==> config.mk <==
export PLATFORM = sky130hd
export DESIGN_NAME = mem_port_arbiter
export DESIGN_NICKNAME = d
export VERILOG_FILES = /design/src/rtl/mem_port_arbiter.sv
export SDC_FILE = /design/constraint.sdc
export NUM_CORES = 1
export LEC_CHECK = 0
export ABC_CLOCK_PERIOD_IN_PS = 4019
export CORE_ASPECT_RATIO = 1.4
export CORE_MARGIN = 5
export CORE_UTILIZATION = 60
export CTS_CLUSTER_SIZE = 30
export DETAILED_ROUTE_END_ITERATION = 12
export GPL_ROUTABILITY_DRIVEN = 0
export PLACE_DENSITY = 0.79
export SYNTH_ARGS = -nofsm -noshare
export SYNTH_HDL_FRONTEND = slang
export SYNTH_SLANG_ARGS = --single-unit
==> constraint.sdc <==
create_clock -name clock -period 4.02 [get_ports clock]
set_input_delay 0.603 -clock clock [delete_from_list [all_inputs] [get_ports clock]]
set_output_delay 0.603 -clock clock [all_outputs]
set_load 0.05 [all_outputs]
==> src/rtl/mem_port_arbiter.sv <==
// mem_port_arbiter: two requesters share one single-port memory through
// valid/ready handshakes. At most one transfer is accepted per cycle. A
// transfer is either a write or a read, and read data comes back one cycle
// after the read is accepted.
// Optional feature macro: MEM_ARB_FIXED_PRIORITY_EN. When it is defined,
// requester 0 always wins. When it is undefined, the arbiter is round-robin.
module mem_port_arbiter #(
  parameter int ADDR_BITS = 5,
  parameter int DATA_BITS = 16
) (
  input  logic                   clock,
  input  logic                   reset_n,
  input  logic [1:0]             req_valid,
  output logic [1:0]             req_ready,
  input  logic [1:0]             req_write,
  input  logic [2*ADDR_BITS-1:0] req_addr,
  input  logic [2*DATA_BITS-1:0] req_wdata,
  output logic [1:0]             resp_valid,
  output logic [DATA_BITS-1:0]   resp_rdata,
  output logic [31:0]            grant_cnt0,
  output logic [31:0]            grant_cnt1
);

  localparam int DEPTH = 1 << ADDR_BITS;

  logic [DATA_BITS-1:0] mem [DEPTH];

  logic [1:0]           grant;
  logic                 xfer;
  logic                 sel;
  logic                 sel_write;
  logic [ADDR_BITS-1:0] sel_addr;
  logic [DATA_BITS-1:0] sel_wdata;
  logic [1:0]           resp_valid_reg;
  logic [DATA_BITS-1:0] rdata_reg;
  logic [31:0]          cnt_reg [2];

`ifdef MEM_ARB_FIXED_PRIORITY_EN
  // Fixed priority: requester 1 is granted only when requester 0 is idle.
  always_comb begin
    grant = 2'b00;
    if (req_valid[0])      grant = 2'b01;
    else if (req_valid[1]) grant = 2'b10;
  end
`else
  logic last_reg;

  // Last-grant pointer. Its reset value is 1 so that requester 0 wins the first contention.
  always_ff @(posedge clock) begin
    if (!reset_n)  last_reg <= 1'b1;
    else if (xfer) last_reg <= sel;
  end

  // Round-robin: a lone requester wins; under contention the other one from last time wins.
  always_comb begin
    grant = 2'b00;
    case (req_valid)
      2'b01:   grant = 2'b01;
      2'b10:   grant = 2'b10;
      2'b11:   grant = last_reg ? 2'b01 : 2'b10;
      default: grant = 2'b00;
    endcase
  end
`endif

  // Nothing is accepted while reset is held, even though the grant logic is combinational.
  assign req_ready = grant & {2{reset_n}};
  assign xfer      = |req_ready;
  assign sel       = req_ready[1];
  assign sel_write = sel ? req_write[1] : req_write[0];
  assign sel_addr  = sel ? req_addr[2*ADDR_BITS-1:ADDR_BITS] : req_addr[ADDR_BITS-1:0];
  assign sel_wdata = sel ? req_wdata[2*DATA_BITS-1:DATA_BITS] : req_wdata[DATA_BITS-1:0];

  // Memory array write port. The contents are not reset, so this infers block RAM.
  always_ff @(posedge clock) begin
    if (xfer && sel_write) mem[sel_addr] <= sel_wdata;
  end

  // Registered read data and the per-requester response flag.
  always_ff @(posedge clock) begin
    if (!reset_n) begin
      resp_valid_reg <= 2'b00;
      rdata_reg      <= '0;
    end else begin
      resp_valid_reg <= req_ready & ~req_write;
      if (xfer && !sel_write) rdata_reg <= mem[sel_addr];
    end
  end

  // Gate the output with reset_n. A read accepted just before reset must not
  // show a response while reset_n is low.
  assign resp_valid = resp_valid_reg & {2{reset_n}};
  assign resp_rdata = rdata_reg;

  generate
    for (genvar gi = 0; gi < 2; gi++) begin : g_cnt
      // Count the accepted transfers of this requester. The count wraps modulo 2^32.
      always_ff @(posedge clock) begin
        if (!reset_n)           cnt_reg[gi] <= 32'd0;
        else if (req_ready[gi]) cnt_reg[gi] <= cnt_reg[gi] + 32'd1;
      end
    end
  endgenerate

  assign grant_cnt0 = cnt_reg[0];
  assign grant_cnt1 = cnt_reg[1];

endmodule

# Yosys cells after proc, flatten, opt, wreduce, memory -nomap -nowiden
# Memories as Yosys holds them, arrays and structs flattened. A register that Yosys moved wholly into a read port is not among the register bits.
# Cells that the tools add are included.
dict set report word_totals {
  out_inout_bits 84
  input_bits 48
  register_bits 3
  mem_bits_rw 576
  memories 2
}
dict set report classes {
  n_addsub 2
  eq_ne 3
  muxes 16
  bitwise_logic 6
  reduce_logical 5
}
# memory words width read_ports rd_ports_with_merged_regs wr line
set mem_list {}
lappend mem_list {mem 32 16 1 1 1 26} ;# logic [DATA_BITS-1:0] mem [DEPTH];
lappend mem_list {cnt_reg 2 32 2 0 2 36} ;# logic [31:0] cnt_reg [2];
# operator count
set ops {}
lappend ops {{$add 32x1->32 const B} 2}
lappend ops {{$mux 32} 2}
lappend ops {{$mux 16} 1}
lappend ops {{$mux 1} 10}
lappend ops {{$and 2x2->2} 3}
lappend ops {{$pmux 2 s3} 1}
lappend ops {{$mux 5} 1}
lappend ops {{$eq 2x2->1 const B} 2}
lappend ops {{$eq 2x1->1 const B} 1}
lappend ops {{$logic_and 1x1->1} 2}
lappend ops {{$logic_not 1->1} 2}
lappend ops {{$mux 2} 1}
lappend ops {{$not 2->2} 1}
lappend ops {{$or 1x1->1} 2}
lappend ops {{$reduce_or 2->1} 1}

# Depth between registers and ports, before layout
# Gate-level depths: netlist of run 1.
dict set report depth {
  depth_word 7
  ltp_mapped 11
  depth_no_buf 8
}

# Worst setup path before layout of run 1
# Ideal clock, no wire load.
dict set report synth_timing {
  kind {input port to flip-flop}
  startpoint {input port req_valid[1]}
  endpoint {memory mem[24][0] (enable)}
  t_required_ns 3.631
  path_slack_ns 0.495
  arrival_ns 3.136
  path_stages 9
  cell_sequence {a21boi_4 > and3_1 > buf_4 > nor2_4 > buf_4 > buf_2 > clkbuf_1 > nand3_1 > nor2_1}
}
dict set report synth_between {
  elab_chain_len 7
}
# element line
set synth_rtl {}
lappend synth_rtl {{from (decl)} 13} ;# input logic [1:0] req_valid,
lappend synth_rtl {{$eq 2x2->1 or $eq 2x1->1 (tied branches)} 57} ;# case (req_valid)
lappend synth_rtl {{$pmux 2 s3 *} 57}
lappend synth_rtl {{$and 2x2->2 *} 67} ;# assign req_ready = grant & {2{reset_n}};
lappend synth_rtl {{$reduce_or 2->1 or $mux 1 (tied branches)} {68, 70}}
lappend synth_rtl {{$logic_and 1x1->1} 76} ;# if (xfer && sel_write) mem[sel_addr] <= sel_wdata;
lappend synth_rtl {{$mux 1} 76}
lappend synth_rtl {{$mux 1 (not written as such)} 76}
lappend synth_rtl {{to (decl)} 26}
# Every way passes the cells marked *; elsewhere a longest branch is shown, timed or not.

# Worst setup path after layout of run 1
dict set report layout_timing {
  startpoint {input port reset_n}
  endpoint {register rdata_reg[10] (netlist: resp_rdata[10]), read port of mem}
}
dict set report layout_between {
  elab_chain_len 4
}
# element line
set layout_rtl {}
lappend layout_rtl {{from (decl)} 12} ;# input logic reset_n,
lappend layout_rtl {{$and 2x2->2} 67}
lappend layout_rtl {{$mux 1} 70} ;# assign sel_write = sel ? req_write[1] : req_write[0];
lappend layout_rtl {{$logic_not 1->1} 86} ;# if (xfer && !sel_write) rdata_reg <= mem[sel_addr];
lappend layout_rtl {{$logic_and 1x1->1} 86}
lappend layout_rtl {{to (decl)} 35} ;# logic [DATA_BITS-1:0] rdata_reg;
# Parallel ways exist; a longest one is shown, timed or not.
# A chain may end at the register's enable or synchronous reset.

==> flow_summary.yaml, run 1 <==
timing:
  finalCritPeriodShare_pct: 88.5
  slew_viol_final: 0
  maxSlewHeadroom_pct: 24.8
  fin_tns_setup_ns: 0
  setup_viol: 0
  skew_ns: 0.0240
  finalCriticalPeriod_ns: 3.56
  worstMarginPinSlew_ns: 1.10
  rsz0062_at_grt: "no"
  fmax_ghz: 0.281
  layout_setup_ws_ns: 0.464
  hold_violations: 0
yosys:
  avgSynthCellArea_sq_um: 15.3
  synth_cells: 1580
  seq_area_frac_synth_pct: 73.2
  ys_seq_elements: 595
  synthFlopType: "edfxtp_1"
  synth_cell_types: 68
  syn_area_sq_um: 24200
  async_flop_share_pct: 0
  synth_edf_count: 576
  yosys_warnings: 0
  syn-num-nets: 1630
floorplanning:
  rows: 87
  dieArea_sq_um: 44400
  die_h_microns: 247
  boundaryPins: 132
  core_area_sq_um: 40100
  die_w_microns: 180
  initial_core_util_pct: 60.3
cts:
  clk_latency_ns: 0.59
  post-cts-setup-buffers: 0
  cts-root-buf: "clkbuf_16"
  cts_sinks: 595
  cts_tree: "done"
  clk_pin_slew_ns: 0.07
  ctsResizeCount: 0
  htreeDepth: 2
  hold_buffers: 0
  numCtsBuffers: 51
  clockBufferDepth: 3
grt:
  antenna_found_initial: 0
  gr-total-overflow: 0
  grt_start_max_net_pins: 61
  first_global_vias: 15146
  grt_pass1_wl_mm: 94.1
  grt_usage_pct: 28.0
pwr:
  powerDensity_nw_per_um2: 459
  peakVddDrop_uv: 365
  power_mw: 13.0
  leakagePower_nw: 9.63
final_layout:
  area_delta_synth_final_pct: 17.6
  final_cell_area_sq_um: 28400
  fin_nets: 1855
  nFillCells: 2519
  final_cells: 2381
  n_antenna_cell: 0
  largest_register_ffs: 512
  drive_gt1_share_pct: 12.3
worst_setup_path:
  path_cells: "clkdlybuf4s50_1 -> buf_4 -> a2111oi_0 -> nor2_1 -> o32ai_1 -> a2111oi_0 -> a31oi_1"
  crit_required_ns: 4.44
  crit_path_end_kind: "flop"
  crit_top_cell: "a2111oi_0"
  cpPeakStageDelay_ns: 0.96
  cp_max_fo: 27
  cp_top_family: "compound AO/OA/AOI/OAI gates"
  crit_path_top_delay_cell: "a2111oi_0"
  crit_buf_inv: 2
  critPathKind: "in -> reg"
  worstPathArrival_ns: 3.97
  crit_path_start_kind: "input port"
detailed_routing:
  via_per_inst: 6.53
  drt_wl_total_mm: 63.8
  ant_nets: 0
  post-route-drc-count: 0
  wire_per_inst_microns: 26.8
  vias: 15557
  first_pass_iters: 7
  drt_iter0_markers: 1843
place:
  place_ws_ns: -0.0770
  dp_cells: 2286
  postPlaceCellArea_sq_um: 26800
  detailed_place_hpwl_mm: 42.6
  portBuffers: 131
hold_path:
  min_path_type: "reg -> reg"
status:
  status: "finished, final reports clean"
job:
  max-cap-violations: 0
## worst min-delay path: stages (launching register included)
cell and delay, ns:
dfxtp_1 0.36, nand2b_1 0.09, nand3_1 0.07
## area by class of cell
cell class                      count  area (sq um)  share of cell area [%]
Clock buffer                       76          1410                    4.96
Clock inverter                     19           198                   0.696
Inverter                           13          48.8                   0.172
Multi-Input combinational cell    897          6120                    21.5
Sequential cell                   595         17700                    62.2
Tap cell                          534           668                    2.35
Timing Repair Buffer              247          2300                    8.08
## cell usage after synthesis (3+ instances only)
| library cell | instances | share of area [%] |
|---|---|---|
| buf_4 | 4 | 0.12 |
| o32ai_1 | 9 | 0.33 |
| mux4_2 | 27 | 2.5 |
| clkbuf_1 | 41 | 0.64 |
| and2_1 | 13 | 0.34 |
| o22ai_1 | 51 | 1.3 |
| or3_1 | 15 | 0.39 |
| nand3_1 | 60 | 1.2 |
| xor2_1 | 30 | 1.1 |
| edfxtp_1 | 576 | 72 |
| dfxtp_1 | 19 | 1.6 |
| a22oi_1 | 7 | 0.22 |
| nor3_1 | 10 | 0.21 |
| and4_1 | 6 | 0.22 |
| buf_2 | 24 | 0.50 |
| a31oi_1 | 10 | 0.26 |
| and3_1 | 16 | 0.41 |
| nand2_1 | 156 | 2.4 |
| a22o_1 | 6 | 0.22 |
| nor2_1 | 100 | 1.6 |
| nor2b_1 | 3 | 0.078 |
| mux2i_1 | 136 | 5.6 |
| buf_1 | 5 | 0.078 |
| inv_1 | 12 | 0.19 |
| o21ai_0 | 64 | 1.3 |
| o2bb2ai_1 | 5 | 0.18 |
| nor4_1 | 19 | 0.49 |
| xnor2_1 | 18 | 0.65 |
| nand4_1 | 16 | 0.41 |
| a211o_1 | 4 | 0.14 |
| a2111oi_0 | 16 | 0.58 |
| a32o_1 | 6 | 0.25 |
| a21oi_1 | 44 | 0.91 |
| a211oi_1 | 5 | 0.16 |
| a21o_1 | 3 | 0.093 |
## power by group
group          leakage, nW  switching [mW]  internal [mW]  total [mW]
clock                0.762            2.14           2.63        4.77
sequential            5.47          0.0815           6.94        7.02
combinational         3.40           0.841          0.409        1.25
## through the flow
stage | hold slack (ns) | util, %
after floorplan | 0.520 | -
after global placement | 0.536 | 66.9
after detailed placement | 0.553 | 66.9
after CTS | 0.563 | 70.9
after global routing | 0.581 | 70.9
final | 0.565 | 70.9
## cells by family (layout without fill, tap and decap cells)
group                    count (synthesis)  count (layout)  synth area share (%)
AO/OA/AOI/OAI                          258             258                  7.06
XOR/XNOR                                48              48                  1.74
adder cells (fa/ha/maj)                  2               2                 0.104
buffers and inverters                   88             355                  1.58
flip-flops                             595             595                  73.2
multiplexers                           165             165                  8.24
AND/OR/NAND/NOR                        424             424                  8.11
## per-layer routing
metal | vias to the layer above | wire length (microns) | global-route usage, %
li1 | 6620 | - | -
met1 | 7558 | 21600 | 34.4
met2 | 1137 | 31500 | 47.8
met3 | 242 | 7060 | 5.76
met4 | 0 | 3590 | 13.7
met5 | - | 0 | 0
## worst paths after layout
check | startpoint | endpoint | slack (ns) | cells after the start
hold / removal | last_reg$_SDFFE_PN1P_ | last_reg$_SDFFE_PN1P_ | 0.57 | 2
hold reg to reg | last_reg$_SDFFE_PN1P_ | last_reg$_SDFFE_PN1P_ | 0.57 | 2
setup / recovery | reset_n | resp_rdata[10]$_SDFFE_PN0P_ | 0.46 | 7
setup reg to reg | last_reg$_SDFFE_PN1P_ | resp_rdata[2]$_SDFFE_PN0P_ | 0.68 | 8
## layout by cell type (no fill, tap or decap), types with 30 or more instances in the layout
| cell | n |
|---|---|
| edfxtp_1 | 576 |
| nand2_1 | 155 |
| mux2i_1 | 136 |
| clkdlybuf4s50_1 | 127 |
| buf_4 | 110 |
| nor2_1 | 99 |
| o21ai_0 | 63 |
| nand3_1 | 60 |
| clkbuf_16 | 51 |
| o22ai_1 | 50 |
| a21oi_1 | 44 |
| xor2_1 | 30 |
Power figures use the tool's default switching activity.
==> inputs of run 2 (changes only) <==
--- a/config.mk
+++ b/config.mk
@@ -8,11 +8,11 @@
 export ABC_CLOCK_PERIOD_IN_PS = 4019
 export CORE_ASPECT_RATIO = 1.4
 export CORE_MARGIN = 5
-export CORE_UTILIZATION = 60
+export CORE_UTILIZATION = 47
 export CTS_CLUSTER_SIZE = 30
 export DETAILED_ROUTE_END_ITERATION = 12
 export GPL_ROUTABILITY_DRIVEN = 0
-export PLACE_DENSITY = 0.79
+export PLACE_DENSITY = 0.64
 export SYNTH_ARGS = -nofsm -noshare
 export SYNTH_HDL_FRONTEND = slang
 export SYNTH_SLANG_ARGS = --single-unit
==> flow_summary.yaml, run 2 (synthesized netlist as in run 1, its figures left out) <==
status:
  status: "finished, final reports clean"
floorplanning:
  rows: 98
  dieArea_sq_um: 56100
  boundaryPins: 132
  die_w_microns: 202
  die_h_microns: 278
  initial_core_util_pct: 47.4
  core_area_sq_um: 51000
final_layout:
  fin_nets: 1861
  final_cell_area_sq_um: 29000
  layout_common_cells: "edfxtp_1 (576), nand2_1 (154), mux2i_1 (136)"
  drive_gt1_share_pct: 13.6
  largest_register_ffs: 512
  n_antenna_cell: 0
  area_delta_synth_final_pct: 19.8
  final_common_cell: "edfxtp_1"
pwr:
  peakVddDrop_uv: 278
  p_comb_share_pct: 9.2
  internal_power_mw: 10.4
  leakagePower_nw: 9.81
  seqPwrFrac_pct: 52.0
  powerDensity_nw_per_um2: 466
  power.share.clock_pct: 38.8
  switchingPower_mw: 3.13
  switching_share_pct: 23.2
grt:
  antenna_found_initial: 0
  gr-total-overflow: 0
  grt_usage_pct: 22.7
  grt_start_max_net_pins: 49
  first_global_vias: 14740
  grt_pass1_wl_mm: 96.4
timing:
  skew_ns: 0.0158
  setup_viol: 0
  slew_viol_final: 0
  worstMarginPinSlew_ns: 1.02
  fmax_ghz: 0.297
  fin_tns_setup_ns: 0
  hold_violations: 0
  finalCritPeriodShare_pct: 83.8
  rsz0062_at_grt: "no"
  finalCriticalPeriod_ns: 3.37
  maxSlewHeadroom_pct: 31.6
cts:
  clk_pin_slew_ns: 0.06
  htreeDepth: 2
  hold_buffers: 0
  post-cts-setup-buffers: 0
  clk_latency_ns: 0.60
  cts_sinks: 595
  cts-root-buf: "clkbuf_16"
  clockBufferDepth: 3
  ctsResizeCount: 0
  numCtsBuffers: 52
  cts_tree: "done"
worst_setup_path:
  crit_path_start_kind: "input port"
  worstPathArrival_ns: 3.81
  cp_max_fo: 18
  critPathKind: "in -> reg"
  crit_path_end_kind: "flop"
  crit_required_ns: 4.46
  r2r_cells: 9
detailed_routing:
  via_per_inst: 5.92
  first_pass_iters: 5
  wire_per_inst_microns: 25.8
  drt_wl_total_mm: 64.7
  vias: 14838
  drt_iter0_markers: 1524
  post-route-drc-count: 0
  ant_nets: 0
hold_path:
  hold_path_depth: 3
  min_path_type: "in -> reg"
place:
  postPlaceCellArea_sq_um: 27200
  portBuffers: 131
  detailed_place_hpwl_mm: 43.4
job:
  max-cap-violations: 0
[run 2: worst paths after layout]
check                        startpoint                     endpoint  slack, ns
max                        req_valid[1]  resp_rdata[13]$_SDFFE_PN0P_       0.65
min                             reset_n   resp_rdata[2]$_SDFFE_PN0P_       0.35
max reg2reg       last_reg$_SDFFE_PN1P_  resp_rdata[13]$_SDFFE_PN0P_       0.84
min reg2reg  resp_rdata[2]$_SDFFE_PN0P_   resp_rdata[2]$_SDFFE_PN0P_       0.54
[run 2: critical path, stage by stage]
cell and delay, ns:
clkdlybuf4s50_1 0.50, a21boi_4 0.44, a21boi_2 0.14, nor2_4 0.12, buf_4 0.19, buf_4 0.31
mux4_2 0.55, and2_1 0.16, a2111oi_0 0.62, a31oi_1 0.16
[run 2: per-layer routing]
metal | GRT usage (%) | routed length [microns] | share of wire, %
met1 | 29.0 | 24900 | 39
met3 | 3.30 | 4170 | 6.4
met2 | 40.5 | 33500 | 52
met4 | 7.02 | 2100 | 3.2
met5 | 0 | 0 | 0
[run 2: metrics by stage]
step / worst slack, ns / instances / hold slack, ns / util [%] / power (mW)
finish: 0.651 / 2505 / 0.353 / 56.8 / 13.5
global route: 0.475 / 2505 / 0.368 / 56.8 / 13.9
CTS: 0.677 / 2505 / 0.335 / 56.8 / 13.6
detailed placement: 0.0554 / 2407 / 0.535 / 53.3 / 8.39
global placement: 0.151 / 2407 / 0.536 / 53.3 / 8.37
floorplan: 0.495 / 1580 / 0.520 / - / 7.86
[run 2: power by group through the flow]
| stage | clock network [mW] | logic, mW | registers (mW) |
|---|---|---|---|
| floorplan | 0 | 0.530 | 7.33 |
| global placement | 0 | 1.22 | 7.14 |
| detailed placement | 0 | 1.24 | 7.15 |
| CTS | 5.32 | 1.24 | 7.01 |
| global route | 5.56 | 1.31 | 7.02 |
| finish | 5.23 | 1.24 | 7.01 |
[run 2: area by class of cell]
class	instances	area [sq um]
clock buffers	62	1360
clock inverters	36	433
fillers	3956	22100
inverters	13	48.8
multi-input cells	897	6130
flip-flops and latches	595	17700
well taps	650	813
repair buffers	252	2500
